$ cat src/rtl/srt_radix4_digit_gen.sv
// Radix-4 SRT division recurrence: one signed quotient digit in {-2..2} per clock,
// with exact full-width digit selection against multiples of the divisor.
module srt_radix4_digit_gen #(
    parameter int unsigned N          = 12,
    parameter int unsigned WL         = 24,
    parameter int unsigned RADIX      = 4,
    parameter int unsigned addpointer = $clog2(N + 1)
) (
    input  logic                  CLK,
    input  logic                  nRST,
    input  logic                  start,
    input  logic [WL-1:0]         dividend,
    input  logic [WL-1:0]         divisor,
    output logic [2:0]            q,
    output logic [2:0]            q_abs,
    output logic [addpointer-1:0] pointer,
    output logic                  CE,
    output logic                  busy,
    output logic                  done,
    output logic                  rem_neg,
    output logic                  rem_zero,
    output logic                  div_err
);

    // Residual: 4 integer bits (incl. sign), WL+1 fraction bits.
    localparam int unsigned WW = WL + 5;

    typedef enum logic [1:0] {
        S_IDLE = 2'd0,
        S_ITER = 2'd1,
        S_DONE = 2'd2
    } state_t;

    generate
        if (RADIX != 4) begin : g_radix_check
            $error("srt_radix4_digit_gen supports RADIX=4 only");
        end
    endgenerate

    state_t                 r_state, w_state_nxt;
    logic signed [WW-1:0]   r_w, w_w_nxt;
    logic [WL-1:0]          r_d, w_d_nxt;
    logic [addpointer-1:0]  r_cnt, w_cnt_nxt;
    logic                   r_bad, w_bad_nxt;

    logic [2:0]             w_q_nxt, w_qabs_nxt;
    logic [addpointer-1:0]  w_ptr_nxt;
    logic                   w_ce_nxt, w_busy_nxt, w_done_nxt;
    logic                   w_rneg_nxt, w_rzero_nxt, w_err_nxt;

    logic signed [WW-1:0]   w_w4, w_d1, w_half, w_three_half, w_qd, w_w_upd;
    logic [2:0]             w_sel, w_sel_abs;

    // Divisor multiples in residual scale: d, 0.5d, 1.5d.
    assign w_d1         = WW'(signed'({3'b000, r_d, 2'b00}));
    assign w_half       = WW'(signed'({4'b0000, r_d, 1'b0}));
    assign w_three_half = w_d1 + w_half;
    assign w_w4         = r_w <<< 2;
    assign w_w_upd      = w_w4 - w_qd;

    // Exact digit selection.
    always_comb begin
        w_sel     = 3'd0;
        w_sel_abs = 3'd0;
        w_qd      = '0;
        if (w_w4 >= w_three_half) begin
            w_sel     = 3'd2;
            w_sel_abs = 3'd2;
            w_qd      = w_d1 <<< 1;
        end else if (w_w4 >= w_half) begin
            w_sel     = 3'd1;
            w_sel_abs = 3'd1;
            w_qd      = w_d1;
        end else if (w_w4 >= -w_half) begin
            w_sel     = 3'd0;
            w_sel_abs = 3'd0;
            w_qd      = '0;
        end else if (w_w4 >= -w_three_half) begin
            w_sel     = 3'b111;
            w_sel_abs = 3'd1;
            w_qd      = -w_d1;
        end else begin
            w_sel     = 3'b110;
            w_sel_abs = 3'd2;
            w_qd      = -(w_d1 <<< 1);
        end
    end

    always_comb begin
        w_state_nxt = r_state;
        w_w_nxt     = r_w;
        w_d_nxt     = r_d;
        w_cnt_nxt   = r_cnt;
        w_bad_nxt   = r_bad;
        w_q_nxt     = 3'd0;
        w_qabs_nxt  = 3'd0;
        w_ptr_nxt   = '0;
        w_ce_nxt    = 1'b0;
        w_done_nxt  = 1'b0;
        w_busy_nxt  = busy;
        w_rneg_nxt  = rem_neg;
        w_rzero_nxt = rem_zero;
        w_err_nxt   = div_err;
        case (r_state)
            S_IDLE: begin
                if (start) begin
                    w_busy_nxt  = 1'b1;
                    w_rneg_nxt  = 1'b0;
                    w_rzero_nxt = 1'b0;
                    w_err_nxt   = 1'b0;
                    w_cnt_nxt   = '0;
                    if (divisor[WL-1]) begin
                        w_d_nxt     = divisor;
                        w_w_nxt     = WW'(signed'({5'b00000, dividend}));
                        w_bad_nxt   = 1'b0;
                        w_state_nxt = S_ITER;
                    end else begin
                        w_bad_nxt   = 1'b1;
                        w_state_nxt = S_DONE;
                    end
                end
            end
            S_ITER: begin
                w_q_nxt    = w_sel;
                w_qabs_nxt = w_sel_abs;
                w_ptr_nxt  = r_cnt;
                w_ce_nxt   = 1'b1;
                w_w_nxt    = w_w_upd;
                w_cnt_nxt  = r_cnt + addpointer'(1);
                if (r_cnt == addpointer'(N - 1)) begin
                    w_state_nxt = S_DONE;
                end
            end
            S_DONE: begin
                w_done_nxt  = 1'b1;
                w_busy_nxt  = 1'b0;
                w_err_nxt   = r_bad;
                w_rneg_nxt  = ~r_bad & r_w[WW-1];
                w_rzero_nxt = ~r_bad & (r_w == '0);
                w_state_nxt = S_IDLE;
            end
            default: begin
                w_state_nxt = S_IDLE;
            end
        endcase
    end

    always_ff @(posedge CLK or negedge nRST) begin
        if (!nRST) begin
            r_state  <= S_IDLE;
            r_w      <= '0;
            r_d      <= '0;
            r_cnt    <= '0;
            r_bad    <= 1'b0;
            q        <= 3'd0;
            q_abs    <= 3'd0;
            pointer  <= '0;
            CE       <= 1'b0;
            busy     <= 1'b0;
            done     <= 1'b0;
            rem_neg  <= 1'b0;
            rem_zero <= 1'b0;
            div_err  <= 1'b0;
        end else begin
            r_state  <= w_state_nxt;
            r_w      <= w_w_nxt;
            r_d      <= w_d_nxt;
            r_cnt    <= w_cnt_nxt;
            r_bad    <= w_bad_nxt;
            q        <= w_q_nxt;
            q_abs    <= w_qabs_nxt;
            pointer  <= w_ptr_nxt;
            CE       <= w_ce_nxt;
            busy     <= w_busy_nxt;
            done     <= w_done_nxt;
            rem_neg  <= w_rneg_nxt;
            rem_zero <= w_rzero_nxt;
            div_err  <= w_err_nxt;
        end
    end

endmodule
$ cat config.mk
export PLATFORM = sky130hd
export DESIGN_NAME = srt_radix4_digit_gen
export DESIGN_NICKNAME = d
export VERILOG_FILES = /design/src/rtl/srt_radix4_digit_gen.sv
export SDC_FILE = /design/constraint.sdc
export NUM_CORES = 1
export LEC_CHECK = 0
export ABC_AREA = 1
export CORE_ASPECT_RATIO = 1.4
export CORE_MARGIN = 2
export CORE_UTILIZATION = 25
export CTS_BUF_LIST = sky130_fd_sc_hd__clkbuf_16
export DETAILED_ROUTE_END_ITERATION = 10
export SYNTH_ARGS = -nofsm -noshare
export SYNTH_HDL_FRONTEND = slang
export SYNTH_SLANG_ARGS = --single-unit
$ cat constraint.sdc
create_clock -name CLK -period 7.05 [get_ports CLK]
set_clock_uncertainty 0.2 [all_clocks]
set_input_delay 1.7625 -clock CLK [delete_from_list [all_inputs] [get_ports CLK]]
set_output_delay 1.7625 -clock CLK [all_outputs]
set_load 0.005 [all_outputs]
After elaboration in Yosys (flattened, before gate mapping)
Cells that the tools add are included.

operators by class
  $add $sub $neg = 7
  $lt $le $gt $ge = 4
  equality and inequality tests = 6
  muxes and demuxes = 33
  bitwise operators = 3
  reduce and logical (&&, ||, !) cells = 10

operator list
  kind                 number
  $mux 29              6
  $ge 29x29->1         2
  $neg 27->29          2
  $pmux 29 s2          1
  $ge 29x26->1         1
  $ge 29x28->1         1
  $logic_not 29->1     1
  $neg 25->29          1
  $neg 26->29          1
  $sub 29x29->29       1
  $add 26x25->27       1
  $mux 3               6
  $mux 2               6
  $mux 4               2
  $pmux 1 s2           4
  $pmux 4 s2           1
  $reduce_and 2->1     4
  $mux 1               6
  $ne 2x2->1 const B   3
  $reduce_and 3->1     2
  $add 4x1->4 const B  1
  $eq 4x4->1 const B   1
  $pmux 2 s2           1
  $reduce_bool 2->1    2
  5 further kinds      6

storage, ports and cells
  bits in registers = 76
  bits of input ports = 51
  output and inout port bits = 16
  logic and storage cells = 77

Depth between registers and ports, before layout
Gate-level depths: netlist of run 1.

  depth after elaboration = 9
  mapped depth = 54
  gate-level depth less buffers = 54

Worst setup path after synthesis of run 1
OpenSTA, ideal clock, no wires.

  kind = register to register
  start point = register r_d[0]
  end point = register r_w[25]
  arrival = 5.718 ns
  required time = 6.717 ns
  setup slack = 0.999 ns
  stages on the path, launching flop included = 41
  path buffers = 1
  path through = dfrtp_1 -> ha_1 -> inv_1 -> fa_1 -> inv_1 -> nor3_1 -> nand4_2 -> nor2_2 -> nand2_1 -> nor2_1 -> nand3_2 -> nor2_4 -> nand4_4 -> nor2_1 -> nand2_1 -> nor3_2 -> ha_1 -> a21o_1 -> (+5 left out) -> nand2_1 -> nor2_2 -> nand2_2 -> buf_2 -> o221ai_1 -> o21ai_1 -> ha_1 -> nand2_1 -> inv_1 -> a21oi_1 -> nand2_1 -> nand2_1 -> nand3_1 -> nand2_1 -> a21oi_1 -> or2_2 -> o21ai_0 -> o21ai_0

between the ends
  longest elaborated chain between the ends = 9
  elaborated cells on any way between the ends = 15
  classes of those cells = add/sub (6); order compare (4); mux (5)

RTL lines
  element                 line  text
  from (decl)             42    logic [WL-1:0] r_d, w_d_nxt;
  from (signal assigned)  167   r_d <= w_d_nxt;
  $add 26x25->27          57    assign w_three_half = w_d1 + w_half;
  $neg 27->29             78    end else if (w_w4 >= -w_three_half) begin
  $ge 29x29->1            78
  $mux 29                 78
  $mux 29                 74    end else if (w_w4 >= -w_half) begin
  $mux 29                 70    end else if (w_w4 >= w_half) begin
  $mux 29 *               66    if (w_w4 >= w_three_half) begin
  $sub 29x29->29 *        59    assign w_w_upd = w_w4 - w_qd;
  $pmux 29 s2 *           104   case (r_state)
  to (signal assigned)    166   r_w <= w_w_nxt;
  to (decl)               41    logic signed [WW-1:0] r_w, w_w_nxt;

Mark *: on every way between the ends. The rest lies on a longest branch, timed or not.
A chain may end at the register's enable or synchronous reset.

Worst setup path after layout of run 1
  start point = register r_d[1]
  end point = register r_w[25]

The elaborated chain is that of the path after synthesis.

==> results of run 1 <==
## synthesized netlist by cell type (2+ instances only)
cell type / count
sky130_fd_sc_hd__nor2_1: 156
sky130_fd_sc_hd__o21ai_1: 12
sky130_fd_sc_hd__o211ai_1: 14
sky130_fd_sc_hd__nor3b_1: 4
sky130_fd_sc_hd__a31oi_1: 2
sky130_fd_sc_hd__inv_1: 178
sky130_fd_sc_hd__a22o_1: 2
sky130_fd_sc_hd__nor3_2: 6
sky130_fd_sc_hd__nor3_1: 26
sky130_fd_sc_hd__o21a_1: 4
sky130_fd_sc_hd__o22ai_1: 11
sky130_fd_sc_hd__buf_1: 5
sky130_fd_sc_hd__buf_4: 3
sky130_fd_sc_hd__a21oi_2: 4
sky130_fd_sc_hd__nand2_2: 8
sky130_fd_sc_hd__o21bai_1: 4
sky130_fd_sc_hd__inv_2: 8
sky130_fd_sc_hd__a22oi_1: 2
sky130_fd_sc_hd__buf_2: 6
sky130_fd_sc_hd__nor4_1: 8
sky130_fd_sc_hd__xnor2_1: 9
sky130_fd_sc_hd__o221ai_1: 16
sky130_fd_sc_hd__nand3_2: 3
sky130_fd_sc_hd__xor2_1: 45
sky130_fd_sc_hd__clkbuf_1: 14
sky130_fd_sc_hd__dfrtp_1: 74
sky130_fd_sc_hd__and2_1: 4
sky130_fd_sc_hd__o21ai_0: 92
sky130_fd_sc_hd__nand3b_1: 5
sky130_fd_sc_hd__clkinv_1: 2
sky130_fd_sc_hd__a21oi_1: 127
sky130_fd_sc_hd__o31ai_1: 6
sky130_fd_sc_hd__ha_1: 176
sky130_fd_sc_hd__fa_1: 2
sky130_fd_sc_hd__xnor2_2: 5
sky130_fd_sc_hd__nor2_4: 2
sky130_fd_sc_hd__or2_2: 2
sky130_fd_sc_hd__nand2_1: 382
sky130_fd_sc_hd__nand2_4: 3
sky130_fd_sc_hd__nand4_1: 33
sky130_fd_sc_hd__nor2_2: 10
sky130_fd_sc_hd__a21o_1: 16
sky130_fd_sc_hd__nand3_1: 76
## through the flow
stage	cells	setup WS (ns)	util
final	2347	0.308	0.324
after global routing	2347	-0.0843	0.324
after CTS	2336	0.000200	0.317
after detailed placement	2320	-0.117	0.310
after global placement	2320	-0.126	0.310
after floorplan	1581	0.999	-
## routing by layer
layer	global-route usage	wire (µm)	part of all wire
met3	0.0165	1300	0.031
met5	0	0	0
met4	0.130	3170	0.076
met2	0.353	21200	0.51
met1	0.205	16300	0.39
## registers in the layout (all words and copies together), names as in the netlist
signal	cells
pointer	4
r_state	2
r_w	29
CE	1
done	1
q_abs	1
r_cnt	4
q	3
rem_neg	1
rem_zero	1
r_d	24
busy	1
r_bad	1
div_err	1
## cell type report
cell class                      count  area, µm²  area share
Multi-Input combinational cell   1292       8150       0.600
Inverter                          188        706      0.0519
Clock buffer                        9        225      0.0166
Tap cell                          546        683      0.0503
Clock inverter                      7       61.3     0.00451
Sequential cell                    74       1850       0.136
Timing Repair Buffer              231       1910       0.141
## timing repair
item,in CTS,in global routing
gates cloned,0,1
gates resized for setup,2,72
buffers inserted,0,10
endpoints found under the setup margin,2,20
pin swaps,0,27
## worst max-delay path by stage
stage,from,cells after the start,slack [ns],end
finish,r_d[1]$_DFFE_PN0P_,42,0.31,r_w[25]$_DFFE_PN0P_
global route,r_d[1]$_DFFE_PN0P_,43,-0.08,r_w[25]$_DFFE_PN0P_
CTS,r_d[1]$_DFFE_PN0P_,42,0.0002,r_w[25]$_DFFE_PN0P_
detailed placement,r_d[1]$_DFFE_PN0P_,42,-0.12,r_w[25]$_DFFE_PN0P_
global placement,r_d[1]$_DFFE_PN0P_,42,-0.13,r_w[25]$_DFFE_PN0P_
floorplan,r_d[0]$_DFFE_PN0P_,40,1.0,r_w[25]$_DFFE_PN0P_
## cells in the final DEF, fill, tap and decap left out, types with 5 or more instances in the layout
cell                              synthesis  final
sky130_fd_sc_hd__nand2_1                382    373
sky130_fd_sc_hd__inv_1                  178    175
sky130_fd_sc_hd__ha_1                   176    170
sky130_fd_sc_hd__buf_4                    3    165
sky130_fd_sc_hd__nor2_1                 156    150
sky130_fd_sc_hd__a21oi_1                127    119
sky130_fd_sc_hd__o21ai_0                 92     80
sky130_fd_sc_hd__nand3_1                 76     74
sky130_fd_sc_hd__dfrtp_1                 74     72
sky130_fd_sc_hd__clkdlybuf4s50_1          0     64
sky130_fd_sc_hd__xor2_1                  45     44
sky130_fd_sc_hd__nand4_1                 33     33
sky130_fd_sc_hd__o21ai_1                 12     24
sky130_fd_sc_hd__nor3_1                  26     18
sky130_fd_sc_hd__nand2_2                  8     15
sky130_fd_sc_hd__a21o_1                  16     15
sky130_fd_sc_hd__o221ai_1                16     14
sky130_fd_sc_hd__o211ai_1                14     14
sky130_fd_sc_hd__a21oi_2                  4     12
sky130_fd_sc_hd__nor2_2                  10     12
sky130_fd_sc_hd__inv_2                    8     11
sky130_fd_sc_hd__nor3_2                   6     11
sky130_fd_sc_hd__o22ai_1                 11     11
sky130_fd_sc_hd__xnor2_1                  9      9
sky130_fd_sc_hd__clkbuf_16                0      9
sky130_fd_sc_hd__nor4_1                   8      8
sky130_fd_sc_hd__nand2_4                  3      6
sky130_fd_sc_hd__nor2_4                   2      6
sky130_fd_sc_hd__o31ai_1                  6      6
sky130_fd_sc_hd__nand3_2                  3      5
sky130_fd_sc_hd__nand3b_1                 5      5
## worst max-delay path, delay by kind of cell, from the launching register on
kind                       cells  cell delay [ns]
DFF                            1             0.41
AOI/OAI and AO/OA              7             0.81
adders and majority gates      4             1.42
buffers and inverters          6             0.50
and+or+nand+nor               25             3.24
## cells by family after synthesis
logic type | count (synthesis)
flops | 74
fa+ha+maj | 178
other cells | 1
buf+inv | 216
compound gates | 319
xor+xnor | 61
simple gates | 732
==> insert_results.sql, run 1 <==
INSERT INTO impl_metrics (metric_group, metric, value, unit) VALUES
('clock_network', 'cts_made_buffers', '9', ''),
('sta', 'timing.final.crit_period', '6.74', 'ns'),
('sta', 'timing.final.setup_violations', '0', ''),
('logic_synthesis', 'avg_inst_size_synth', '6.68', 'µm²'),
('detailed_routing', 'routed_wirelength', '42000', 'µm'),
('logic_synthesis', 'ys_warn_count', '0', ''),
('critical_path', 'reg2regPathDepth', '42', ''),
('critical_path', 'timing.critical_path.slowest_stage_cell', 'sky130_fd_sc_hd__fa_2', ''),
('critical_path', 'critPathLaunchType', 'flop', ''),
('critical_path', 'maximum_cell_stage_delay_along_the_critical_path', '0.62', 'ns'),
('clock_network', 'cts.root.buffer_cell', 'sky130_fd_sc_hd__clkbuf_16', ''),
('floorplan', 'number_of_core_rows', '89', ''),
('logic_synthesis', 'yosysTopAreaCell', 'sky130_fd_sc_hd__ha_1', ''),
('detailed_routing', 'remaining_drc_errors', '0', ''),
('floorplan', 'die_area', '0.0439', 'mm²'),
('detailed_routing', 'avgViaCountPerCell', '4.98', ''),
('detailed_routing', 'drtIter0Drc', '592', ''),
('logic_synthesis', 'yosysTopAreaCellShare', '0.209', ''),
('sta', 'worst_slew_margin_relative_to_its_limit', '0.405', ''),
('placement', 'placement.io_buffers', '65', ''),
('run_status', 'status', 'finished, final reports clean', ''),
('sta', 'hold_slack', '0.290', 'ns'),
('critical_path', 'ff2ff_setup_slack', '0.31', 'ns'),
('floorplan', 'core_area', '0.0419', 'mm²'),
('hold_path', 'hold_start', 'busy$_DFFE_PN0P_', ''),
('logic_synthesis', 'synth_top_family_by_area', 'simple AND/OR/NAND/NOR gates', ''),
('clock_network', 'clock_insertion_delay_worst_skew', '0.37', 'ns'),
('clock_network', 'clockBufferDepth', '2', ''),
('logic_synthesis', 'synth.area.top_cells', 'sky130_fd_sc_hd__ha_1, sky130_fd_sc_hd__dfrtp_1, sky130_fd_sc_hd__nand2_1', ''),
('global_routing', 'largest_net_degree_at_the_start_of_global_routing', '68', ''),
('detailed_routing', 'drt.antenna.violating_nets', '0', ''),
('clock_network', 'clk_pin_slew_worst_paths', '0.07', 'ns'),
('logic_synthesis', 'dominantRegCellSynth', 'sky130_fd_sc_hd__dfrtp_1', ''),
('cells_and_area', 'layout-area-overhead-vs-synth', '28.6', '%'),
('logic_synthesis', 'ys_seq_elements', '74', ''),
('floorplan', 'chipHeight', '247', 'µm'),
('sta', 'timing_worst_slew_pin_value', '0.892', 'ns'),
('logic_synthesis', 'synth_simple_gate_area_share', '0.303', ''),
('clock_network', 'post_cts_hold_buffer_count', '0', ''),
('sta', 'report.final.hold_viol_count', '0', ''),
('logic_synthesis', 'yosys-mux-area-fraction', '0', ''),
('cells_and_area', 'fin_area', '0.0136', 'mm²'),
('global_routing', 'grt_pass1_wl', '64700', 'µm'),
('sta', 'slew_viol_final', '0', ''),
('sta', 'tns', '0', 'ns'),
('critical_path', 'critical_path.reg2reg.startpoint', 'r_d[1]$_DFFE_PN0P_', ''),
('clock_network', 'tritoncts', 'yes', ''),
('global_routing', 'globalRouteTotalUtil', '0.191', ''),
('floorplan', 'die_width', '178', 'µm'),
('logic_synthesis', 'netlist-cell-type-count', '57', ''),
('hold_path', 'whs_path_depth', '2', ''),
('logic_synthesis', 'synthesis.nets', '1810', ''),
('cells_and_area', 'post_route_cells_drive_above_1_share', '0.162', ''),
('global_routing', 'grt_pass1_vias', '12100', ''),
('logic_synthesis', 'ys_seq_area_frac', '0.175', ''),
('sta', 'maxClockFrequency', '0.148', 'GHz'),
('detailed_routing', 'drt-pass1-iter-count', '7', ''),
('clock_network', 'h-tree-depth', '3', ''),
('logic_synthesis', 'compound_gate_portion_of_the_synthesized_area', '0.174', ''),
('hold_path', 'holdPathEnd', 'busy$_DFFE_PN0P_', ''),
('floorplan', 'floorplan.initialDensity', '0.252', ''),
('critical_path', 'cp.arrival', '6.76', 'ns'),
('cells_and_area', 'final.fill_count', '4631', ''),
('hold_path', 'worst_hold_path_type', 'flop to flop', ''),
('floorplan', 'floorplan.io_pins', '67', ''),
('cells_and_area', 'antenna-diode-count', '0', ''),
('logic_synthesis', 'synth_async_sr_flop_share', '1.00', ''),
('sta', 'layout_worst_path_cycle_share', '0.956', ''),
('critical_path', 'endpoint_kind_of_the_worst_setup_timing_path', 'flop', ''),
('detailed_routing', 'routedWlPerCell', '17.9', 'µm'),
('critical_path', 'worst-path-max-fanout', '7', '');
Power of run 1 is left out: the tool's default activity adds up to more than one toggle a clock period on the data nets, which glitch-free logic cannot reach.
==> run 2, diff against run 1 <==
Settings changed: CORE_ASPECT_RATIO 1.4 to 0.7, CORE_MARGIN 2 to default, PLACE_DENSITY from default to 0.41.
==> insert_results.sql, run 2 (synthesis results as in run 1) <==
INSERT INTO impl_metrics (metric_group, metric, value, unit) VALUES
('run_status', 'status', 'finished with violations', ''),
('run_status', 'violations_in_the_final_reports', 'DRC', ''),
('cells_and_area', 'final_cell_mix', 'sky130_fd_sc_hd__nand2_1, sky130_fd_sc_hd__buf_4, sky130_fd_sc_hd__inv_1', ''),
('cells_and_area', 'post_route_cells_drive_above_1_share', '0.259', ''),
('clock_network', 'h-tree-depth', '3', ''),
('clock_network', 'clock_insertion_delay_worst_skew', '0.37', 'ns'),
('critical_path', 'critPathLaunchType', 'flop', ''),
('floorplan', 'chipHeight', '174', 'µm'),
('cells_and_area', 'reg_top3', 'r_w x29, r_d x24', ''),
('sta', 'grt_setup_unrepaired', 'yes', ''),
('cells_and_area', 'fin_area', '0.0151', 'mm²'),
('detailed_routing', 'drt-pass1-iter-count', '8', ''),
('clock_network', 'clock_sinks', '74', ''),
('sta', 'report.final.hold_viol_count', '0', ''),
('detailed_routing', 'drtIter0Drc', '950', ''),
('detailed_routing', 'routed-via-count', '12000', ''),
('cells_and_area', 'largest_reg_flops', '29', ''),
('sta', 'layout_worst_path_cycle_share', '0.947', ''),
('detailed_routing', 'routedWlPerCell', '18.6', 'µm'),
('floorplan', 'number_of_core_rows', '62', ''),
('critical_path', 'worst-path-max-fanout', '5', ''),
('sta', 'worst_slew_margin_relative_to_its_limit', '0.362', ''),
('placement', 'globalplace.congestion', '0.955', ''),
('sta', 'maxClockFrequency', '0.150', 'GHz'),
('hold_path', 'worst_hold_path_type', 'flop to flop', ''),
('clock_network', 'clk_pin_slew_worst_paths', '0.06', 'ns'),
('critical_path', 'crit_required', '7.14', 'ns'),
('floorplan', 'floorplan.initialDensity', '0.255', ''),
('clock_network', 'clockBufferDepth', '2', ''),
('floorplan', 'die_width', '248', 'µm'),
('sta', 'timing_worst_slew_pin_value', '0.955', 'ns'),
('clock_network', 'cts.root.buffer_cell', 'sky130_fd_sc_hd__clkbuf_16', ''),
('floorplan', 'die_area', '0.0431', 'mm²'),
('cells_and_area', 'finish.net_count', '2158', ''),
('detailed_routing', 'drt.antenna.violating_nets', '0', ''),
('clock_network', 'tritoncts', 'yes', ''),
('floorplan', 'floorplan.io_pins', '67', ''),
('global_routing', 'grt_pass1_wl', '69800', 'µm'),
('critical_path', 'endpoint_kind_of_the_worst_setup_timing_path', 'flop', ''),
('placement', 'placed_instance_area', '0.0139', 'mm²'),
('placement', 'placement.io_buffers', '65', ''),
('critical_path', 'path_class', 'flop to flop', ''),
('sta', 'hold_slack', '0.283', 'ns'),
('detailed_routing', 'remaining_drc_errors', '3', ''),
('sta', 'timing.final.setup_violations', '0', ''),
('critical_path', 'maximum_cell_stage_delay_along_the_critical_path', '0.58', 'ns'),
('detailed_routing', 'avgViaCountPerCell', '4.84', ''),
('global_routing', 'grt_pass1_vias', '11400', ''),
('placement', 'dp_hpwl', '38400', 'µm'),
('global_routing', 'largest_net_degree_at_the_start_of_global_routing', '56', ''),
('cells_and_area', 'most_frequent_standard_cell_in_the_layout_excluding_fill_and_tap_cells', 'sky130_fd_sc_hd__nand2_1', ''),
('critical_path', 'critPathMostFrequentCell', 'sky130_fd_sc_hd__nand2_1', ''),
('global_routing', 'grt-ovfl-total', '0', ''),
('critical_path', 'cp.arrival', '6.77', 'ns'),
('floorplan', 'core_area', '0.0413', 'mm²'),
('cells_and_area', 'antenna-diode-count', '0', ''),
('global_routing', 'globalRouteTotalUtil', '0.215', ''),
('global_routing', 'antenna_found_initial', '0', ''),
('critical_path', 'timing.critical_path.slowest_stage_cell', 'sky130_fd_sc_hd__fa_2', ''),
('detailed_routing', 'routed_wirelength', '46200', 'µm'),
('cells_and_area', 'layout-area-overhead-vs-synth', '42.6', '%'),
('sta', 'slew_viol_final', '0', ''),
('cells_and_area', 'top_register', 'r_w', ''),
('run', 'maxCapViolations', '0', ''),
('clock_network', 'cts_made_buffers', '9', ''),
('sta', 'timing.final.crit_period', '6.67', 'ns');
[run 2: cell count changes in the layout (fill, tap and decap cells not counted), moves of 5 or more]
cell,before,now
sky130_fd_sc_hd__buf_4,165,293
sky130_fd_sc_hd__nand2_1,373,348
sky130_fd_sc_hd__ha_4,2,11
sky130_fd_sc_hd__o21ai_2,1,6
sky130_fd_sc_hd__ha_1,170,158
sky130_fd_sc_hd__nand3_2,5,10
sky130_fd_sc_hd__nand2_2,15,35
sky130_fd_sc_hd__nor2_1,150,142
sky130_fd_sc_hd__nand3_1,74,67
sky130_fd_sc_hd__inv_1,175,163
sky130_fd_sc_hd__a21oi_1,119,114
sky130_fd_sc_hd__inv_2,11,24
[run 2: path summary, 6_finish.rpt]
kind                                     from                  end  slack (ns)  cells after the start
hold reg to reg              busy$_DFFE_PN0P_     busy$_DFFE_PN0P_        0.28                      2
min in group asynchronous                nRST   r_w[1]$_DFFE_PN0P_        1.08                      1
setup reg to reg           r_d[0]$_DFFE_PN0P_  r_w[22]$_DFFE_PN0P_        0.38                     40
setup / recovery           r_d[0]$_DFFE_PN0P_  r_w[22]$_DFFE_PN0P_        0.38                     40
max in group asynchronous                nRST  r_d[23]$_DFFE_PN0P_        4.47                      2
hold / removal               busy$_DFFE_PN0P_     busy$_DFFE_PN0P_        0.28                      2
[run 2: cell type report]
| type | instances | area, µm² |
|---|---|---|
| fill | 4462 | 26300 |
| clock buffer | 9 | 225 |
| inverter | 188 | 708 |
| sequential | 74 | 1850 |
| multi-input combinational | 1291 | 8560 |
| clock inverter | 7 | 38.8 |
| timing repair buffer | 365 | 3000 |
| tap | 544 | 681 |
[run 2: worst max-delay path, delay by kind of cell (launching register included)]
kind,cells,cell delay (ns)
buf+inv,6,0.75
flops,1,0.37
compound gates,5,0.84
simple gates,25,3.05
fa+ha+maj,4,1.40
[run 2: metrics by stage]
stage,setup slack [ns],TNS [ns],utilization,cells
global route,-0.0838,-0.519,0.364,2478
floorplan,0.999,0,-,1581
CTS,0.0339,0,0.342,2447
detailed placement,0.0204,0,0.335,2431
global placement,-0.0429,-0.122,0.335,2431
finish,0.376,0,0.364,2478
[run 2: metal layers]
| layer | GRT usage | routed length [µm] |
|---|---|---|
| met1 | 0.361 | 25800 |
| met2 | 0.280 | 17200 |
| met3 | 0.0301 | 2630 |
| met4 | 0.0337 | 523 |
| met5 | 0 | 0 |
[run 2: repair_timing]
item,CTS,global route
hold buffers,0,0
resized for setup,3,180
buffers inserted,0,29
hold endpoints to repair,0,0
gates cloned,0,2
setup endpoints to repair,2,23
pin swaps,0,70
Power of run 2 is left out for the same reason.
==> run 3, diff against run 2 <==
Settings changed: ABC_AREA 1 to default.
==> insert_results.sql, run 3 <==
INSERT INTO impl_metrics (metric_group, metric, value, unit) VALUES
('clock_network', 'clock_sinks', '74', ''),
('sta', 'timing.final.setup_violations', '21', ''),
('global_routing', 'grt-ovfl-total', '0', ''),
('detailed_routing', 'remaining_drc_errors', '0', ''),
('detailed_routing', 'routed_wirelength', '40600', 'µm'),
('floorplan', 'number_of_core_rows', '61', ''),
('floorplan', 'die_area', '0.0414', 'mm²'),
('floorplan', 'floorplan.io_pins', '67', ''),
('placement', 'globalplace.congestion', '0.926', ''),
('floorplan', 'die_width', '243', 'µm'),
('logic_synthesis', 'mapped_cell_area', '0.0101', 'mm²'),
('cells_and_area', 'largest_reg_flops', '29', ''),
('global_routing', 'antenna_found_initial', '0', ''),
('sta', 'maxClockFrequency', '0.129', 'GHz'),
('floorplan', 'chipHeight', '170', 'µm'),
('critical_path', 'timing.critical_path.slowest_stage_cell', 'sky130_fd_sc_hd__a2111o_1', ''),
('critical_path', 'critPathLaunchType', 'flop', ''),
('cells_and_area', 'finish.net_count', '1849', ''),
('cells_and_area', 'reg_top3', 'r_w x29, r_d x24', ''),
('logic_synthesis', 'dominantRegCellSynth', 'sky130_fd_sc_hd__dfrtp_1', ''),
('clock_network', 'cts_made_buffers', '9', ''),
('hold_path', 'worst_hold_path_type', 'flop to flop', ''),
('detailed_routing', 'avgViaCountPerCell', '5.03', ''),
('logic_synthesis', 'netlist_top_cells_count', 'sky130_fd_sc_hd__ha_1, sky130_fd_sc_hd__nand2_1, sky130_fd_sc_hd__o21ai_0', ''),
('clock_network', 'h-tree-depth', '3', ''),
('logic_synthesis', 'yosysTopAreaCell', 'sky130_fd_sc_hd__ha_1', ''),
('logic_synthesis', 'synth_async_sr_flop_share', '1.00', ''),
('cells_and_area', 'fin_area', '0.0148', 'mm²'),
('global_routing', 'grt_pass1_wl', '62700', 'µm'),
('critical_path', 'maximum_cell_stage_delay_along_the_critical_path', '0.46', 'ns'),
('sta', 'timing_worst_slew_pin_value', '1.03', 'ns'),
('global_routing', 'grt_pass1_vias', '10400', ''),
('clock_network', 'tritoncts', 'yes', ''),
('critical_path', 'endpoint_kind_of_the_worst_setup_timing_path', 'flop', ''),
('clock_network', 'cts.root.buffer_cell', 'sky130_fd_sc_hd__clkbuf_16', ''),
('sta', 'slew_viol_final', '0', ''),
('placement', 'dp_hpwl', '32300', 'µm'),
('cells_and_area', 'top_register', 'r_w', ''),
('floorplan', 'floorplan.initialDensity', '0.254', ''),
('cells_and_area', 'most_frequent_standard_cell_in_the_layout_excluding_fill_and_tap_cells', 'sky130_fd_sc_hd__buf_4', ''),
('placement', 'placement.io_buffers', '65', ''),
('cells_and_area', 'final.fill_count', '4169', ''),
('detailed_routing', 'drt-pass1-iter-count', '5', ''),
('sta', 'worst_slew_margin_relative_to_its_limit', '0.312', ''),
('detailed_routing', 'drt.antenna.violating_nets', '0', ''),
('run_status', 'violations_in_the_final_reports', 'setup timing', ''),
('detailed_routing', 'routed-via-count', '10900', ''),
('cells_and_area', 'final_cell_mix', 'sky130_fd_sc_hd__buf_4, sky130_fd_sc_hd__ha_1, sky130_fd_sc_hd__nand2_1', ''),
('placement', 'placed_instance_area', '0.0134', 'mm²'),
('clock_network', 'post_cts_hold_buffer_count', '0', ''),
('clock_network', 'clockBufferDepth', '2', ''),
('run_status', 'status', 'finished with violations', ''),
('run', 'maxCapViolations', '0', ''),
('logic_synthesis', 'synth.most_common_cell', 'sky130_fd_sc_hd__ha_1', ''),
('sta', 'report.final.hold_viol_count', '0', ''),
('floorplan', 'core_area', '0.0398', 'mm²'),
('cells_and_area', 'multi_input_logic_area', '0.00852', 'mm²'),
('clock_network', 'clock_insertion_delay_worst_skew', '0.38', 'ns'),
('cells_and_area', 'layout-area-overhead-vs-synth', '45.6', '%'),
('critical_path', 'cp.arrival', '7.86', 'ns'),
('clock_network', 'clk_pin_slew_worst_paths', '0.06', 'ns'),
('logic_synthesis', 'ys_warn_count', '0', ''),
('sta', 'grt_setup_unrepaired', 'yes', ''),
('global_routing', 'largest_net_degree_at_the_start_of_global_routing', '59', ''),
('detailed_routing', 'drtIter0Drc', '676', ''),
('logic_synthesis', 'synthesis.nets', '1497', ''),
('critical_path', 'crit_required', '7.14', 'ns'),
('sta', 'layout_worst_path_cycle_share', '1.10', ''),
('logic_synthesis', 'avg_inst_size_synth', '7.99', 'µm²'),
('logic_synthesis', 'yosysTopAreaCellShare', '0.217', ''),
('logic_synthesis', 'ys_seq_area_frac', '0.183', ''),
('logic_synthesis', 'netlist-cell-type-count', '88', ''),
('global_routing', 'globalRouteTotalUtil', '0.198', ''),
('sta', 'timing.final.crit_period', '7.77', 'ns'),
('sta', 'setup_slack', '-0.718', 'ns'),
('logic_synthesis', 'synth.area.top_cells', 'sky130_fd_sc_hd__ha_1, sky130_fd_sc_hd__dfrtp_1, sky130_fd_sc_hd__xnor2_1', ''),
('cells_and_area', 'seqCellArea', '0.00185', 'mm²'),
('logic_synthesis', 'synthCells', '1268', ''),
('critical_path', 'critPathMostFrequentCell', 'sky130_fd_sc_hd__buf_4', ''),
('logic_synthesis', 'ys_seq_elements', '74', ''),
('critical_path', 'worst-path-max-fanout', '5', ''),
('detailed_routing', 'routedWlPerCell', '18.8', 'µm'),
('logic_synthesis', 'number_of_synthesized_flops_with_an_enable_pin', '0', ''),
('cells_and_area', 'post_route_cells_drive_above_1_share', '0.297', ''),
('critical_path', 'path_class', 'flop to flop', '');
[run 3: cell type report]
class                   instances  share of cell area
diodes                          1            0.000170
clock buffers                   9              0.0153
clock inverters                 6             0.00229
inverters                      81              0.0206
multi-input cells            1066               0.577
flip-flops and latches         74               0.126
well taps                     535              0.0453
repair buffers                388               0.214
[run 3: final timing paths]
kind / slack, ns / endpoint / depth (start not counted) / start
min in group asynchronous: 1.07 / r_d[23]$_DFFE_PN0P_ / 1 / nRST
setup / recovery: -0.72 / r_w[21]$_DFFE_PN0P_ / 37 / r_d[1]$_DFFE_PN0P_
setup reg to reg: -0.72 / r_w[21]$_DFFE_PN0P_ / 37 / r_d[1]$_DFFE_PN0P_
hold / removal: 0.30 / busy$_DFFE_PN0P_ / 2 / busy$_DFFE_PN0P_
hold reg to reg: 0.30 / busy$_DFFE_PN0P_ / 2 / busy$_DFFE_PN0P_
max in group asynchronous: 4.41 / r_d[0]$_DFFE_PN0P_ / 2 / nRST
[run 3: kinds of logic (layout without fill, tap and decap cells)]
| logic type | after synthesis | after routing | synth area share |
|---|---|---|---|
| and+or+nand+nor | 404 | 404 | 0.204 |
| AOI/OAI and AO/OA | 375 | 375 | 0.243 |
| adders and majority gates | 178 | 178 | 0.221 |
| buffers and inverters | 128 | 484 | 0.0507 |
| xor gates and xnor gates | 79 | 79 | 0.0683 |
| DFF | 74 | 74 | 0.183 |
| muxes | 29 | 29 | 0.0295 |
| other | 1 | 2 | 0.000370 |
[run 3: routing by layer]
layer	GRT usage	share of wire
met5	0	0
met4	0.0320	0.010
met3	0.0262	0.040
met2	0.288	0.41
met1	0.307	0.54
[run 3: metrics by stage]
stage	hold slack, ns	setup WS [ns]	instances	TNS (ns)	util
3_3_place_gp	0.283	-1.03	2104	-14.13	0.338
3_5_place_dp	0.289	-0.998	2104	-13.98	0.338
2_1_floorplan	0.253	-0.0603	1268	-0.0603	-
6_report	0.298	-0.718	2160	-10.61	0.371
5_1_grt	0.324	-1.11	2159	-19.39	0.370
4_1_cts	0.304	-0.737	2145	-10.57	0.357
[run 3: worst max-delay path, delay by kind of cell, from the launching register on]
family / cells / cell delay (ns)
compound gates: 15 / 2.99
xor+xnor: 3 / 0.32
buf+inv: 7 / 1.02
mux: 1 / 0.15
flops: 1 / 0.40
simple gates: 8 / 1.81
fa+ha+maj: 3 / 0.74
[run 3: repair_timing]
item                                   4_1_cts  5_1_grt
cloned                                       1        0
buffers inserted                            26       15
gates resized for setup                     76       81
setup endpoints to repair                   23       25
pin swaps                                   61       74
endpoints found under the hold margin        0        0
Power of run 3 is left out for the same reason.
